===== src/rtl/dff_pipe_pkg.sv =====
// dff_pipe_pkg
//   Shared constants and helpers for the dff_pipe register pipeline.
//   DFF_PIPE_MAX_DEPTH : deepest pipeline the block is meant to be built with.
//   occ_width(depth)   : bit width needed to count 0..depth held words.
package dff_pipe_pkg;

  localparam int DFF_PIPE_MAX_DEPTH = 16;

  function automatic int occ_width(input int depth);
    return (depth < 1) ? 1 : $clog2(depth + 1);
  endfunction

endpackage


===== src/rtl/dff_pipe_stage.sv =====
// dff_pipe_stage
//   One {valid, data} register of the dff_pipe pipeline.
//   Ports:
//     clk        clock, updates on posedge
//     rst        asynchronous active-low reset (valid=0, data=RST_VAL)
//     load       capture src_valid/src_data this cycle
//     clear      synchronous clear (valid=0, data=RST_VAL); wins over load
//     src_valid  valid bit from the previous stage (or pipeline input)
//     src_data   word from the previous stage (or pipeline input)
//     valid      registered valid bit
//     data       registered word
module dff_pipe_stage
  import dff_pipe_pkg::*;
#(
  parameter int               WIDTH   = 8,
  parameter logic [WIDTH-1:0] RST_VAL = '0
) (
  input  logic             clk,
  input  logic             rst,
  input  logic             load,
  input  logic             clear,
  input  logic             src_valid,
  input  logic [WIDTH-1:0] src_data,
  output logic             valid,
  output logic [WIDTH-1:0] data
);

  always_ff @(posedge clk or negedge rst) begin
    if (!rst) begin
      valid <= 1'b0;
      data  <= RST_VAL;
    end else if (clear) begin
      valid <= 1'b0;
      data  <= RST_VAL;
    end else if (load) begin
      valid <= src_valid;
      data  <= src_data;
    end
  end

endmodule


===== src/rtl/dff_pipe.sv =====
// dff_pipe
//   DEPTH-stage register pipeline of WIDTH-bit words with valid/ready flow
//   control, bubble collapsing, a global stall (en) and a synchronous flush.
//   Optional feature: define DFF_PIPE_OCC_EN to add the occ port (number of
//   words currently held, 0..DEPTH). Without it the port and logic are absent.
//   Ports:
//     clk        clock, all state updates on posedge
//     rst        asynchronous active-low reset
//     en         global enable; 0 freezes every stage
//     flush      synchronous clear of every stage (priority over en)
//     in_valid   upstream word valid
//     in_ready   pipeline accepts a word this cycle
//     in_data    upstream word
//     out_valid  last stage holds a word
//     out_ready  downstream accepts this cycle
//     out_data   last-stage word
//     occ        words held (only with DFF_PIPE_OCC_EN)
//
//   Handshake: a word moves across an interface in a cycle where valid and
//   ready are both 1 at the rising edge. in_ready never depends on in_valid;
//   out_valid/out_data are register outputs and stay stable while
//   out_valid=1 and out_ready=0.
module dff_pipe
  import dff_pipe_pkg::*;
#(
  parameter int               WIDTH   = 8,
  parameter int               DEPTH   = 3,
  parameter logic [WIDTH-1:0] RST_VAL = '0
) (
  input  logic             clk,
  input  logic             rst,
  input  logic             en,
  input  logic             flush,
  input  logic             in_valid,
  output logic             in_ready,
  input  logic [WIDTH-1:0] in_data,
  output logic             out_valid,
  input  logic             out_ready,
  output logic [WIDTH-1:0] out_data
`ifdef DFF_PIPE_OCC_EN
  ,
  output logic [occ_width(DEPTH)-1:0] occ
`endif
);

  // Stage count held inside the supported range.
  localparam int NSTAGE = (DEPTH < 1) ? 1 :
                          ((DEPTH > DFF_PIPE_MAX_DEPTH) ? DFF_PIPE_MAX_DEPTH : DEPTH);

  logic [NSTAGE-1:0] v;
  logic [NSTAGE-1:0] rdy;
  logic [WIDTH-1:0]  d [NSTAGE];
  logic              advance;
  logic              chain;

  // Ready ripples from the output back to the input: a stage can take a new
  // word if it is empty or if its own word moves on this cycle. An empty
  // stage is always ready, which is what squeezes bubbles out under stall.
  always_comb begin
    chain = out_ready;
    rdy   = '0;
    for (int k = NSTAGE - 1; k >= 0; k--) begin
      chain  = ~v[k] | chain;
      rdy[k] = chain;
    end
  end

  assign advance = en & ~flush;
  // rst gates in_ready so nothing is reported as accepted while in reset.
  assign in_ready = rst & advance & rdy[0];

  for (genvar k = 0; k < NSTAGE; k++) begin : g_stage
    logic             src_v;
    logic [WIDTH-1:0] src_d;

    if (k == 0) begin : g_src_in
      assign src_v = in_valid;
      assign src_d = in_data;
    end else begin : g_src_prev
      assign src_v = v[k-1];
      assign src_d = d[k-1];
    end

    dff_pipe_stage #(
      .WIDTH   (WIDTH),
      .RST_VAL (RST_VAL)
    ) u_stage (
      .clk       (clk),
      .rst       (rst),
      .load      (advance & rdy[k]),
      .clear     (flush),
      .src_valid (src_v),
      .src_data  (src_d),
      .valid     (v[k]),
      .data      (d[k])
    );
  end

  assign out_valid = v[NSTAGE-1];
  assign out_data  = d[NSTAGE-1];

`ifdef DFF_PIPE_OCC_EN
  localparam int OW = occ_width(DEPTH);

  // Popcount of the registered valid bits, so it tracks state exactly and
  // reads 0 after reset or flush.
  always_comb begin
    occ = '0;
    for (int k = 0; k < NSTAGE; k++) begin
      occ = occ + OW'(v[k]);
    end
  end
`endif

endmodule


===== config.mk =====
export PLATFORM = sky130hd
export DESIGN_NAME = dff_pipe
export DESIGN_NICKNAME = d
export VERILOG_FILES = /design/src/rtl/dff_pipe_pkg.sv /design/src/rtl/dff_pipe_stage.sv /design/src/rtl/dff_pipe.sv
export SDC_FILE = /design/constraint.sdc
export NUM_CORES = 1
export LEC_CHECK = 0
export ABC_AREA = 1
export CORE_MARGIN = 2
export CORE_UTILIZATION = 45
export CTS_CLUSTER_SIZE = 16
export DETAILED_ROUTE_END_ITERATION = 10
export PLACE_DENSITY = 0.82
export SLEW_MARGIN = 25
export SYNTH_ARGS = -nofsm -noshare
export SYNTH_HDL_FRONTEND = slang
export SYNTH_SLANG_ARGS = --single-unit

===== constraint.sdc =====
create_clock -name clk -period 3 [get_ports clk]
set_input_delay 0.6 -clock clk [delete_from_list [all_inputs] [get_ports clk]]
set_output_delay 0.6 -clock clk [all_outputs]
set_load 0.005 [all_outputs]

# Word-level counts from Yosys, hierarchy flattened
# Index checks and enable logic that the tools add are counted.
# word_totals
input_bits,14
regBits,27
# op_classes
reduce_logical,3
n_mux,12
bitwise,13
# op_table
op,count
$mux 8,6
$and 1x1->1,6
$mux 1,6
$reduce_bool 2->1,3
$not 1->1,4
$or 1x1->1,3

# Longest topological paths before layout
# depth
ltp_word,7
depth_mapped,7
mapped_depth_nobuf,6

# By module
# From an unflattened synthesis, not the netlist that was laid out.
# unflattened
cells_unflattened,132
area_unflattened_um2,1184.9
# modules_own_cells
module,area_each_um2,cells_each,n_inst
dff_pipe_stage,372.9,39,3
dff_pipe,66.3,15,1

# Worst setup path after synthesis
# OpenSTA, ideal clock, no wires.
# synth_timing
path_type,input-to-output
startpoint,in out_ready
endpoint,out in_ready
required_time_ns,2.400
stages,7
slack_ns,1.166
t_arrival_ns,1.234
path_cell_list,inv_1 > nand3_1 > nand2_1 > buf_4 > nand2_4 > nand2_1 > inv_1
# synth_via
elab_chain_cells,4
# synth_lines
element,line,text
start: declaration,dff_pipe.sv:38,"input logic out_ready,"
$or 1x1->1 (3 in a row),dff_pipe.sv:63,chain = ~v[k] | chain;
$and 1x1->1,dff_pipe.sv:70,assign in_ready = rst & advance & rdy[0];
end: declaration,dff_pipe.sv:35,"output logic in_ready,"
# No other way between the ends.

# Final worst setup path
# layout_timing
startpoint,in en
endpoint,out in_ready
# layout_via
elab_chain_cells,3
# layout_lines
element,line,text
start: declaration,dff_pipe.sv:32,"input logic en,"
$and 1x1->1,dff_pipe.sv:68,assign advance = en & ~flush;
$and 1x1->1 (2 in a row),dff_pipe.sv:70,
# No other way between the ends.

==> flow_metrics.env <==
export IMPL_ys_flop_type="dfrtp_1"
export IMPL_fin_setup_tns_ps=0
export IMPL_power_density_nw_per_um2=444
export IMPL_synth_commonest_cells="nand2_1, dfrtp_1, nand3_1, inv_1, o21ai_0"
export IMPL_netlist_area_sq_um=1140
export IMPL_cts_resized=0
export IMPL_async_flop_share_pct=100
export IMPL_cts_tree="done"
export IMPL_grt_pass1_wl_um=3760
export IMPL_p_seq_share_pct=62.1
export IMPL_maxSlewHeadroom_pct=65.6
export IMPL_yosysMostFrequentCell="nand2_1"
export IMPL_power_frac_clock_pct=23.8
export IMPL_dieArea_sq_um=2940
export IMPL_final_nets=173
export IMPL_holdPathEnd="g_stage[2].u_stage.data[3]$_DFFE_PN0P_"
export IMPL_area_delta_synth_final_pct=27.9
export IMPL_cap_viol_max_count=0
export IMPL_ys_top_cells_by_area="dfrtp_1, nand2_1, nand3_1"
export IMPL_drtPass1Iterations=4
export IMPL_power_switching_mw=0.166
export IMPL_p_int_mw=0.480
export IMPL_grt_usage_pct=17.9
export IMPL_p_sw_share_pct=25.7
export IMPL_drtIter0Drc=11
export IMPL_crit_path_start_kind="input pin"
export IMPL_status="finished, final reports clean"
export IMPL_cts_sinks=27
export IMPL_synth_top_area_cell="dfrtp_1"
export IMPL_die_width_um=54.2
export IMPL_globalplace_congestion=0.780
export IMPL_drv_slew=0
export IMPL_post_cts_buffers=0
export IMPL_core_area_sq_um=2430
export IMPL_overflow=0
export IMPL_syn_num_nets=143
export IMPL_fin_ws_ps=158
export IMPL_reg2reg_slack_ps=1690
export IMPL_ctsHoldBuffers=0
export IMPL_worstPathMaxFanout=10
export IMPL_combPwrFrac_pct=14.1
export IMPL_min_path_cells=2
export IMPL_rr_startpoint="g_stage[2].u_stage.valid$_DFFE_PN0P_"
export IMPL_cts_buffers=3
export IMPL_insertion_delay_ps=320
export IMPL_p_leak_nw=0.701
export IMPL_r2r_cells=4
export IMPL_fin_crit_ps=2840
export IMPL_cp_required_ps=2400
export IMPL_clock_skew_final_ps=4.00
export IMPL_vias=939
export IMPL_avgSynthCellArea_sq_um=8.81
export IMPL_wl_per_cell_um=11.9
export IMPL_cp_arrival_ps=2240
export IMPL_finalCritPeriodShare_pct=94.7
export IMPL_preCtsSetupSlack_ps=158
export IMPL_port_buffers=23
export IMPL_rows=18
export IMPL_clockBufferDepth=2
export IMPL_synthCells=129
export IMPL_drt_total_wl_um=2230
export IMPL_grt_pass1_vias=853
export IMPL_drc_errors=0
export IMPL_tightestPinTransition_ps=513
export IMPL_end_kind="output port"
export IMPL_rsz0062_at_grt="false"
export IMPL_drive_gt1_share_pct=8.86
export IMPL_start_util_pct=46.7
export IMPL_ys_seq_elements=27
export IMPL_hold_viol_final=0
export IMPL_hold_path_class="reg2reg"
export IMPL_setup_viol=0
export IMPL_yosys_area_top_type_share_pct=59.5
export IMPL_viasPerCell=4.99
export IMPL_synth_edf_count=0
export IMPL_vdd_drop_max_uv=240
export IMPL_min_from="g_stage[1].u_stage.data[3]$_DFFE_PN0P_"
export IMPL_ys_warn_count=0
export IMPL_h_tree_depth=1
export IMPL_ant_nets=0
export IMPL_chipHeight_um=54.2
export IMPL_ys_types=15
export IMPL_clk_pin_slew_ps=140
export IMPL_grt_max_degree=28
export IMPL_root_buffer="clkbuf_4"
export IMPL_diodes=0
export IMPL_dp_hpwl_um=1690
export IMPL_max_freq_mhz=352
export IMPL_io_pins=24
export IMPL_seq_area_frac_synth_pct=59.5
export IMPL_path_class="in2out"
export IMPL_r2r_end="g_stage[2].u_stage.data[0]$_DFFE_PN0P_"
export IMPL_antenna_found_initial=0
==> worst max-delay path, cell delays in order <==
cell and delay [ps]:
clkdlybuf4s50_1 530, inv_2 70, nor2_4 160, nand2_1 130, nand2_4 120, nand2_1 70, inv_1 60, clkdlybuf4s50_1 490
==> state kept, by name (all words and copies together), names as in the netlist <==
name                   count
g_stage.u_stage.data      24
g_stage.u_stage.valid      3
==> worst max-delay path by stage <==
stage / startpoint / endpoint / slack (ps) / cells after the start
finish: en / in_ready / 160 / 8
global route: en / in_ready / 60 / 8
CTS: en / in_ready / 160 / 8
detailed placement: en / in_ready / 160 / 8
global placement: en / in_ready / 240 / 8
floorplan: out_ready / in_ready / 1170 / 7
==> metrics by stage <==
| stage | cells | utilization, % | cell area, sq um | power, mW | hold slack [ps] |
|---|---|---|---|---|---|
| 6_report | 188 | 59.7 | 1450 | 0.645 | 502 |
| 5_1_grt | 188 | 59.7 | 1450 | 0.682 | 550 |
| 4_1_cts | 188 | 59.7 | 1450 | 0.654 | 510 |
| 3_5_place_dp | 184 | 58.6 | 1430 | 0.500 | 477 |
| 3_3_place_gp | 184 | 58.6 | 1430 | 0.495 | 470 |
| 2_1_floorplan | 129 | - | 1140 | 0.449 | 304 |
==> layout by cell type (no fill, tap or decap) <==
master | netlist | routed
o21ai_1 | 6 | 6
clkdlybuf4s50_1 | 0 | 23
nand4_1 | 6 | 6
nand2_1 | 39 | 39
inv_1 | 14 | 14
inv_2 | 2 | 2
clkbuf_4 | 0 | 3
clkinv_2 | 0 | 1
buf_4 | 1 | 5
nand3_1 | 19 | 19
o21ai_0 | 7 | 7
nor2_1 | 3 | 3
nor2_2 | 1 | 1
nor2_4 | 1 | 1
nand2_4 | 1 | 1
dfrtp_1 | 27 | 27
==> power groups by stage <==
stage,Clock (mW),Sequential (mW),Combinational (mW)
2_1_floorplan,0,0.405,0.0439
3_3_place_gp,0,0.407,0.0881
3_5_place_dp,0,0.408,0.0920
4_1_cts,0.161,0.401,0.0922
5_1_grt,0.175,0.404,0.103
6_report,0.154,0.401,0.0909
==> logic make-up (layout without fill, tap and decap cells) <==
family | Yosys count | in the layout | share of synthesized area [%]
flip-flops | 27 | 27 | 59.5
AND/OR/NAND/NOR | 70 | 70 | 28.1
buffers and inverters | 19 | 48 | 6.72
AO/OA/AOI/OAI | 13 | 13 | 5.73
==> layer usage <==
layer  GRT usage, %  vias to the layer above  part of all wire [%]  wire [um]
li1               -                      472                     -          -
met1           23.7                      435                    43        959
met2           30.1                       30                    50       1120
met3           1.64                        2                   6.1        136
met4           7.50                        0                  0.85         19
met5              0                        -                     0          0
==> area by class of cell <==
| class | count | area, sq um |
|---|---|---|
| Fill cell | 233 | 980 |
| Clock inverter | 1 | 5.00 |
| Timing Repair Buffer | 28 | 268 |
| Multi-Input combinational cell | 83 | 384 |
| Clock buffer | 3 | 22.5 |
| Tap cell | 30 | 37.5 |
| Inverter | 16 | 60.1 |
| Sequential cell | 27 | 676 |
No activity file was read; power rests on OpenSTA's default activity.
